File: config.mk
export PLATFORM = sky130hd
export DESIGN_NAME = pc_contexto
export DESIGN_NICKNAME = d
export VERILOG_FILES = /design/src/rtl/pc_pkg.sv /design/src/rtl/pc_contexto_tabela.sv /design/src/rtl/pc_contexto.sv
export SDC_FILE = /design/constraint.sdc
export NUM_CORES = 1
export LEC_CHECK = 0
export ABC_AREA = 0
export CAP_MARGIN = 20
export CORE_MARGIN = 1
export CORE_UTILIZATION = 60
export DETAILED_ROUTE_END_ITERATION = 16
export HOLD_SLACK_MARGIN = 0.03
export PLACE_DENSITY = 0.85
export SYNTH_ARGS = -nofsm -noshare
export SYNTH_HDL_FRONTEND = slang
export SYNTH_SLANG_ARGS = --single-unit
File: constraint.sdc
create_clock -name clock -period 4.1 [get_ports clock]
set_input_delay 0.82 -clock clock [delete_from_list [all_inputs] [get_ports clock]]
set_output_delay 0.82 -clock clock [all_outputs]
set_load 0.02 [all_outputs]
File: src/rtl/pc_pkg.sv
// Shared encodings for the multi-context program counter: fetch-mode
// codes and the context-switch FSM states.
package pc_pkg;

  localparam logic [1:0] CTRL_SEQ  = 2'b00;
  localparam logic [1:0] CTRL_BOOT = 2'b01;
  localparam logic [1:0] CTRL_HOLD = 2'b10;
  localparam logic [1:0] CTRL_BR   = 2'b11;

  typedef enum logic [1:0] {
    EXEC     = 2'd0,
    SALVA    = 2'd1,
    RESTAURA = 2'd2
  } estado_t;

endpackage

File: src/rtl/pc_contexto_tabela.sv
// Saved-PC register file: one write port, one read port; a write to the
// index being read in the same cycle is forwarded straight to the read data.
module tabela_contexto #(
  parameter int               WIDTH     = 32,
  parameter int               N_CTX     = 4,
  parameter int               CTX_W     = $clog2(N_CTX),
  parameter logic [WIDTH-1:0] BOOT_ADDR = {WIDTH{1'b0}}
) (
  input  logic             clock,
  input  logic             reset_n,
  input  logic             we_i,
  input  logic [CTX_W-1:0] widx_i,
  input  logic [WIDTH-1:0] wdata_i,
  input  logic [CTX_W-1:0] ridx_i,
  output logic [WIDTH-1:0] rdata_o
);

  logic [WIDTH-1:0] mem_q [N_CTX];

  // Storage: every entry returns to the boot vector on reset.
  always_ff @(posedge clock or negedge reset_n) begin
    if (!reset_n) begin
      for (int i = 0; i < N_CTX; i++) begin
        mem_q[i] <= BOOT_ADDR;
      end
    end else if (we_i) begin
      mem_q[widx_i] <= wdata_i;
    end
  end

  // Read with write-through bypass.
  always_comb begin
    if (we_i && (widx_i == ridx_i)) begin
      rdata_o = wdata_i;
    end else begin
      rdata_o = mem_q[ridx_i];
    end
  end

endmodule

File: src/rtl/pc_contexto.sv
// Registered fetch PC with N hardware contexts; context switches save the
// outgoing next PC, then restore the destination's saved PC two cycles later.
module pc_contexto
  import pc_pkg::*;
#(
  parameter int               WIDTH     = 32,
  parameter int               N_CTX     = 4,
  parameter int               CTX_W     = $clog2(N_CTX),
  parameter logic [WIDTH-1:0] BOOT_ADDR = {WIDTH{1'b0}},
  parameter logic [WIDTH-1:0] INC       = {{(WIDTH-1){1'b0}}, 1'b1}
) (
  input  logic             clock,
  input  logic             reset_n,
  input  logic [1:0]       controle,
  input  logic             branch,
  input  logic [WIDTH-1:0] endereco_branch,
  input  logic             pausa,
  input  logic             troca_req,
  input  logic [CTX_W-1:0] ctx_destino,
  output logic             troca_ok,
  output logic             ocupado,
  output logic [CTX_W-1:0] ctx_atual,
  input  logic             tab_escreve,
  input  logic [CTX_W-1:0] tab_indice,
  input  logic [WIDTH-1:0] tab_dado,
  output logic [WIDTH-1:0] endereco_saida
);

  estado_t          estado_q, estado_d;
  logic [WIDTH-1:0] pc_q, pc_d, next_pc_s;
  logic [CTX_W-1:0] ctx_q, ctx_d, dest_q, dest_d;
  logic             salva_s;
  logic             tab_we_s;
  logic [CTX_W-1:0] tab_idx_s;
  logic [WIDTH-1:0] tab_wdata_s, tab_rdata_s;

  // Next fetch address; boot overrides a stall.
  always_comb begin
    if (controle == CTRL_BOOT) begin
      next_pc_s = BOOT_ADDR;
    end else if (pausa) begin
      next_pc_s = pc_q;
    end else if ((controle == CTRL_BR) && branch) begin
      next_pc_s = endereco_branch;
    end else if (controle == CTRL_HOLD) begin
      next_pc_s = pc_q;
    end else begin
      next_pc_s = pc_q + INC;
    end
  end

  assign salva_s = (estado_q == EXEC) && troca_req && !pausa;

  // FSM state register.
  always_ff @(posedge clock or negedge reset_n) begin
    if (!reset_n) begin
      estado_q <= EXEC;
    end else begin
      estado_q <= estado_d;
    end
  end

  // FSM next state.
  always_comb begin
    case (estado_q)
      EXEC:     estado_d = salva_s ? SALVA : EXEC;
      SALVA:    estado_d = RESTAURA;
      RESTAURA: estado_d = EXEC;
      default:  estado_d = EXEC;
    endcase
  end

  // FSM outputs.
  always_comb begin
    troca_ok = (estado_q == RESTAURA);
    ocupado  = (estado_q != EXEC);
  end

  // The save write owns the table port in its cycle, so it beats an
  // external write to the same entry.
  always_comb begin
    if (salva_s) begin
      tab_we_s    = 1'b1;
      tab_idx_s   = ctx_q;
      tab_wdata_s = next_pc_s;
    end else begin
      tab_we_s    = tab_escreve;
      tab_idx_s   = tab_indice;
      tab_wdata_s = tab_dado;
    end
  end

  // Datapath next state.
  always_comb begin
    pc_d   = pc_q;
    ctx_d  = ctx_q;
    dest_d = dest_q;
    case (estado_q)
      EXEC: begin
        if (salva_s) begin
          dest_d = ctx_destino;
        end else begin
          pc_d = next_pc_s;
        end
      end
      SALVA: begin
        pc_d = pc_q;
      end
      RESTAURA: begin
        pc_d  = tab_rdata_s;
        ctx_d = dest_q;
      end
      default: begin
        pc_d = pc_q;
      end
    endcase
  end

  // Datapath registers.
  always_ff @(posedge clock or negedge reset_n) begin
    if (!reset_n) begin
      pc_q   <= BOOT_ADDR;
      ctx_q  <= {CTX_W{1'b0}};
      dest_q <= {CTX_W{1'b0}};
    end else begin
      pc_q   <= pc_d;
      ctx_q  <= ctx_d;
      dest_q <= dest_d;
    end
  end

  tabela_contexto #(
    .WIDTH     (WIDTH),
    .N_CTX     (N_CTX),
    .CTX_W     (CTX_W),
    .BOOT_ADDR (BOOT_ADDR)
  ) u_tabela (
    .clock   (clock),
    .reset_n (reset_n),
    .we_i    (tab_we_s),
    .widx_i  (tab_idx_s),
    .wdata_i (tab_wdata_s),
    .ridx_i  (dest_q),
    .rdata_o (tab_rdata_s)
  );

  assign endereco_saida = pc_q;
  assign ctx_atual      = ctx_q;

endmodule

# After elaboration in Yosys (flattened, before gate mapping)
# Index checks and enable logic that the tools add are counted.
[classes] n_addsub=1 bitwise=2 reduce_logical=11 n_eq_ne=7 muxes=18 magnitude_cmp=3
[ops] operator="32-bit two-way mux" n=10
[ops] operator="128-bit bitwise mux" n=1
[ops] operator="32-bit binary-select mux with 2-bit select" n=1
[ops] operator="32-bit demux with 2-bit select" n=1
[ops] operator="32-bit one-hot mux with 2 select lines" n=1
[ops] operator="32-bit by 1-bit adder with 32-bit output (second input constant)" n=1
[ops] operator="2-bit == test (second input constant)" n=3
[ops] operator="3-bit greater-or-equal comparator (second input constant)" n=2
[ops] operator="2-bit NOT with 3-bit output" n=2
[ops] operator="1-bit logical AND" n=5
[ops] operator="2-bit by 1-bit == test with 1-bit output (second input constant)" n=2
[ops] operator="2-bit one-hot mux with 2 select lines" n=1
[ops] operator="2-bit AND reduction" n=2
[ops] operator="2-bit nonzero test" n=2
[ops] operator="3-bit by 1-bit < comparator with 1-bit output (second input constant)" n=1
[ops] operator="2-bit == test" n=1
[ops] operator="2-bit logical NOT" n=1
[ops] operator="1-bit two-way mux" n=2
[ops] operator="2-bit two-way mux" n=1
[ops] operator="2-bit inequality test (second input constant)" n=1
[ops] operator="1-bit logical NOT" n=1
[word_totals] regBits=166 inputBits=76 out_inout_bits=36

# Depth between registers and ports, before layout
[logic_depth] depth_word=10 ltp_mapped=11

# By module
# From an unflattened synthesis, not the netlist that was laid out.
[unflattened] hier_cells=854 area_unflattened_um2=9595.5
[modules_own_cells] mod="tabela_contexto" seq_area_each_um2=3203.1 cells_each=350 instances=1 area_each_um2=6070.8
[modules_own_cells] mod="pc_contexto" seq_area_each_um2=950.9 cells_each=504 instances=1 area_each_um2=3524.6

# Least setup slack after synthesis
# No wires, ideal clock.
[synth_timing] path_type="input port to flip-flop" startpoint="in pausa" endpoint="reg u_tabela.mem_q[106] (netlist name)" setup_ns=0.125 required_time_ns=3.975 n_path_buf=3 t_arrival_ns=2.664 setup_slack_ns=1.311 path_stages=7 path_cell_list="buf_2 -> or4b_1 -> buf_2 -> or3_1 -> o31ai_1 -> buf_2 -> mux2_2"
[synth_via] elab_chain_len=9
[synth_lines] item="start: declaration" line_no="pc_contexto.sv:17" rtl="input logic pausa,"
[synth_lines] item="1-bit logical NOT" line_no="pc_contexto.sv:52" rtl="assign salva_s = (estado_q == EXEC) && troca_req && !pausa;"
[synth_lines] item="1-bit logical AND" line_no="pc_contexto.sv:52"
[synth_lines] item="2-bit two-way mux" line_no="pc_contexto.sv:82" rtl="if (salva_s) begin"
[synth_lines] item="2-bit NOT with 3-bit output (not written as such)" line_no="pc_contexto_tabela.sv:27" rtl="mem_q[widx_i] <= wdata_i;"
[synth_lines] item="3-bit greater-or-equal comparator (not written as such) or 3-bit by 1-bit < comparator with 1-bit output (tied branches)" line_no="pc_contexto_tabela.sv:27"
[synth_lines] item="1-bit logical AND (not written as such)" line_no="pc_contexto_tabela.sv:27"
[synth_lines] item="32-bit two-way mux (not written as such)" line_no="pc_contexto_tabela.sv:27"
[synth_lines] item="32-bit demux with 2-bit select" line_no="pc_contexto_tabela.sv:27"
[synth_lines] item="128-bit bitwise mux" line_no="pc_contexto_tabela.sv:27"
[synth_lines] item="end signal: indexed assignment" line_no="pc_contexto_tabela.sv:27"
[synth_lines] item="end: declaration" line_no="pc_contexto_tabela.sv:18" rtl="logic [WIDTH-1:0] mem_q [N_CTX];"
# Parallel ways exist; a longest one is shown, timed or not.
# A chain may end at the register's enable or synchronous reset.

# Worst setup path after layout
[layout_timing] startpoint="in controle[1]" endpoint="reg u_tabela.mem_q[121] (netlist name)"
[layout_via] elab_chain_len=7
[layout_lines] item="start: declaration" line_no="pc_contexto.sv:14" rtl="input logic [1:0] controle,"
[layout_lines] item="2-bit == test, on equally long branches" line_no="pc_contexto.sv:45, pc_contexto.sv:43"
[layout_lines] item="32-bit two-way mux or 1-bit logical AND (tied branches)" line_no="pc_contexto.sv:45, pc_contexto.sv:43"
[layout_lines] item="32-bit two-way mux" line_no="pc_contexto.sv:43" rtl="end else if ((controle == CTRL_BR) && branch) begin"
[layout_lines] item="32-bit two-way mux" line_no="pc_contexto.sv:41" rtl="end else if (pausa) begin"
[layout_lines] item="32-bit two-way mux *" line_no="pc_contexto.sv:39" rtl="if (controle == CTRL_BOOT) begin"
[layout_lines] item="32-bit two-way mux *" line_no="pc_contexto.sv:82"
[layout_lines] item="128-bit bitwise mux *" line_no="pc_contexto_tabela.sv:27"
# Mark *: on every way between the ends. The rest lies on a longest branch, timed or not.

==> flow_metrics.py <==
metrics = {
    "global_routing": {
        "overflow": 0,
        "first_global_vias": 8859,
        "grt_max_degree": 167,
        "grt_busiest_layer": "met2",
        "grt_use_total_pct": 40.8,
        "grt_util_met1_pct": 55.8,
        "grt_util_met3_pct": 9.65,
        "grt_first_pass_wirelength_um": 50300,
        "antenna_found_initial": 0,
        "met2_usage_pct": 61.3,
    },
    "logic_synthesis": {
        "synthCells": 1070,
        "yosysWarnings": 0,
        "seq_area_frac_synth_pct": 43.0,
        "synth_edf_count": 0,
        "synth_ff_type": "dfrtp_1",
        "synthesis.nets": 1147,
        "ys_types": 72,
        "syn-mean-instance-area_um2": 9.02,
        "async_flop_share_pct": 100,
        "ys_ff_latch": 166,
        "syn-cell-area_um2": 9650,
    },
    "floorplanning": {
        "die_h_um": 129,
        "die_x_um": 129,
        "std_cell_rows": 46,
        "fp.dieArea_um2": 16600,
        "ioPinCount": 112,
        "initial_core_util_pct": 61.2,
        "coreArea_um2": 15800,
    },
    "cts": {
        "clkTransAtPathRegs_ns": 0.06,
        "cts_tree": "built",
        "clock_path_buffers": 2,
        "insertion_delay_ns": 0.43,
        "clock-sinks": 166,
        "ctsResizeCount": 0,
        "root_buffer": "clkbuf_16",
        "post-cts-setup-buffer-count": 0,
        "ctsHoldBuffers": 0,
        "cts_buffers": 17,
        "h-tree-depth": 4,
    },
    "finish": {
        "final_area_um2": 11500,
        "antennaDiodeCount": 0,
        "stdcell_count": 1376,
        "layout-drive-gt1-share_pct": 11.0,
        "regArea_um2": 4160,
        "nNetsFinal": 1224,
        "fillers": 1146,
        "area.growth.synth_to_final_pct": 19.6,
        "multiInputGateArea_um2": 5110,
    },
    "place": {
        "place_area_um2": 11000,
        "port_buffers": 111,
        "gp_congestion": 1.03,
        "hpwl_um": 22500,
        "dp.cells": 1343,
        "place_ws_ns": 0.358,
    },
    "setup_path": {
        "required_ns": 4.35,
        "r2r-start": "endereco_saida[16]",
        "r2r_end": "u_tabela.mem_q[121]",
        "critPathKind": "input pin to flip-flop",
        "cp-start-kind": "input pin",
        "path_max_fanout": 21,
        "reg2reg_depth": 6,
        "cp.arrival_ns": 3.75,
        "end_kind": "flip-flop",
        "rrSetupSlack_ns": 0.63,
    },
    "route": {
        "wl_um": 32800,
        "drt_pass1_iterations": 12,
        "vias_per_cell": 6.96,
        "via_count": 9572,
        "drcViolationCount": 2,
        "ant_nets": 0,
        "initialDrtViolationCount": 1481,
        "wl_per_cell_um": 23.8,
    },
    "timing": {
        "finalSetupViolCount": 0,
        "rsz0062_at_grt": "no",
        "relSlewSlack_pct": 34.6,
        "fin_crit_sh_pct": 85.2,
        "hold_violations": 0,
        "skew_ns": 0.0146,
        "min_period_ns": 3.49,
        "max_freq_ghz": 0.286,
        "worstMarginPinSlew_ns": 0.982,
        "slew_viol_final": 0,
        "worst_slack_ns": 0.605,
        "tns_ns": 0,
    },
    "power": {
        "power_leakage_nw": 4.55,
        "p_per_area_nw_per_um2": 575,
        "ir_drop_uv": 331,
    },
    "run": {
        "drv_cap": 0,
    },
    "worst_hold_path": {
        "hold-path-cell-count": 2,
        "hold_end": "u_tabela.mem_q[40]",
        "min-delay-start": "u_tabela.mem_q[40]",
        "hp-class": "flip-flop to flip-flop",
    },
    "status": {
        "violations": "DRC",
        "outcome": "finished with violations",
    },
}
cell type report:
cell class | instances | share of cell area (%)
flip-flops and latches | 166 | 36.0
well taps | 216 | 2.34
repair buffers | 146 | 12.1
clock inverters | 14 | 1.02
multi-input cells | 801 | 44.3
clock buffers | 18 | 3.80
inverters | 15 | 0.498
layer usage:
layer | share of wire (%) | wire length, µm
met1 | 39 | 12900
met2 | 44 | 14500
met3 | 12 | 3790
met4 | 5.0 | 1630
met5 | 0 | 0
state kept, by name, indices dropped and copies added (netlist names):
name and cells:
ctx_atual 2, dest_q 2, endereco_saida 32, estado_q 2, u_tabela.mem_q 128
cells in the mapped netlist, drive strengths merged, types with 6 or more instances:
master	n	area [µm²]
mux4	32	721
o31ai	18	135
o21ai	68	340
o221ai	11	96.3
nand4	11	83.8
nand3	48	240
a22oi	10	75.1
or2	6	40.0
or3	7	43.8
clkbuf	58	219
nor2	123	462
o211ai	16	120
a211oi	11	82.6
or4	6	45.0
a211o	6	52.6
mux2i	11	110
dfrtp	166	4150
xnor2	11	96.3
inv	13	48.8
a21oi	99	495
nor3	11	55.1
and3	14	87.6
nor4	10	77.6
o21a	6	45.0
a32oi	9	78.8
buf	30	141
o22ai	8	50.1
a31oi	25	156
nand2	125	469
and2	9	56.3
nand2b	12	75.1
cell families after synthesis:
logic type	synth area share (%)
fa+ha+maj	0.130
simple gates	19.5
flops	43.0
xor+xnor	0.998
buf+inv	4.33
mux	9.07
compound gates	23.0
how the worst max path moves through the flow:
stage / end / start / slack (ns) / cells after the start
floorplan: u_tabela.mem_q[106] / pausa / 1.31 / 7
global placement: u_tabela.mem_q[61] / pausa / 0.43 / 8
detailed placement: u_tabela.mem_q[61] / pausa / 0.36 / 8
CTS: u_tabela.mem_q[61] / pausa / 0.75 / 8
global route: u_tabela.mem_q[89] / controle[1] / 0.50 / 8
finish: u_tabela.mem_q[121] / controle[1] / 0.61 / 8
where the power goes:
part           switching (W)  leakage, nW  internal (W)  total, W
clock               0.000707        0.265      0.000808   0.00151
sequential          0.000619         1.94       0.00219   0.00281
combinational        0.00123         2.34       0.00108   0.00232
placed cells by master, fill, tap and decap left out, drive strengths merged, types with 12 or more instances in the layout:
cell type	netlist	final
nand2b	12	12
dfrtp	166	166
o21ai	68	68
inv	13	19
a21oi	99	99
nand2	125	125
buf	30	36
nand3	48	48
o211ai	16	16
o31ai	18	18
a31oi	25	25
mux4	32	32
nor2	123	123
and3	14	14
clkbuf	58	18
clkdlybuf4s50	0	110
critical path, cell delays in order:
cell and delay [ns]:
clkdlybuf4s50_1 0.48, buf_4 0.24, nand2b_1 0.15, nand2_1 0.26, or4_1 0.66, xnor2_1 0.16, o21ai_0 0.72, a31oi_1 0.24
stage by stage:
stage	total power [W]	hold slack [ns]	utilization, %
2_1_floorplan	0.00410	0.443	-
3_3_place_gp	0.00491	0.457	69.6
3_5_place_dp	0.00501	0.466	69.6
4_1_cts	0.00656	0.480	73.1
5_1_grt	0.00694	0.496	73.2
6_report	0.00664	0.477	73.2
Note: power is estimated with default switching activity, not from simulation.
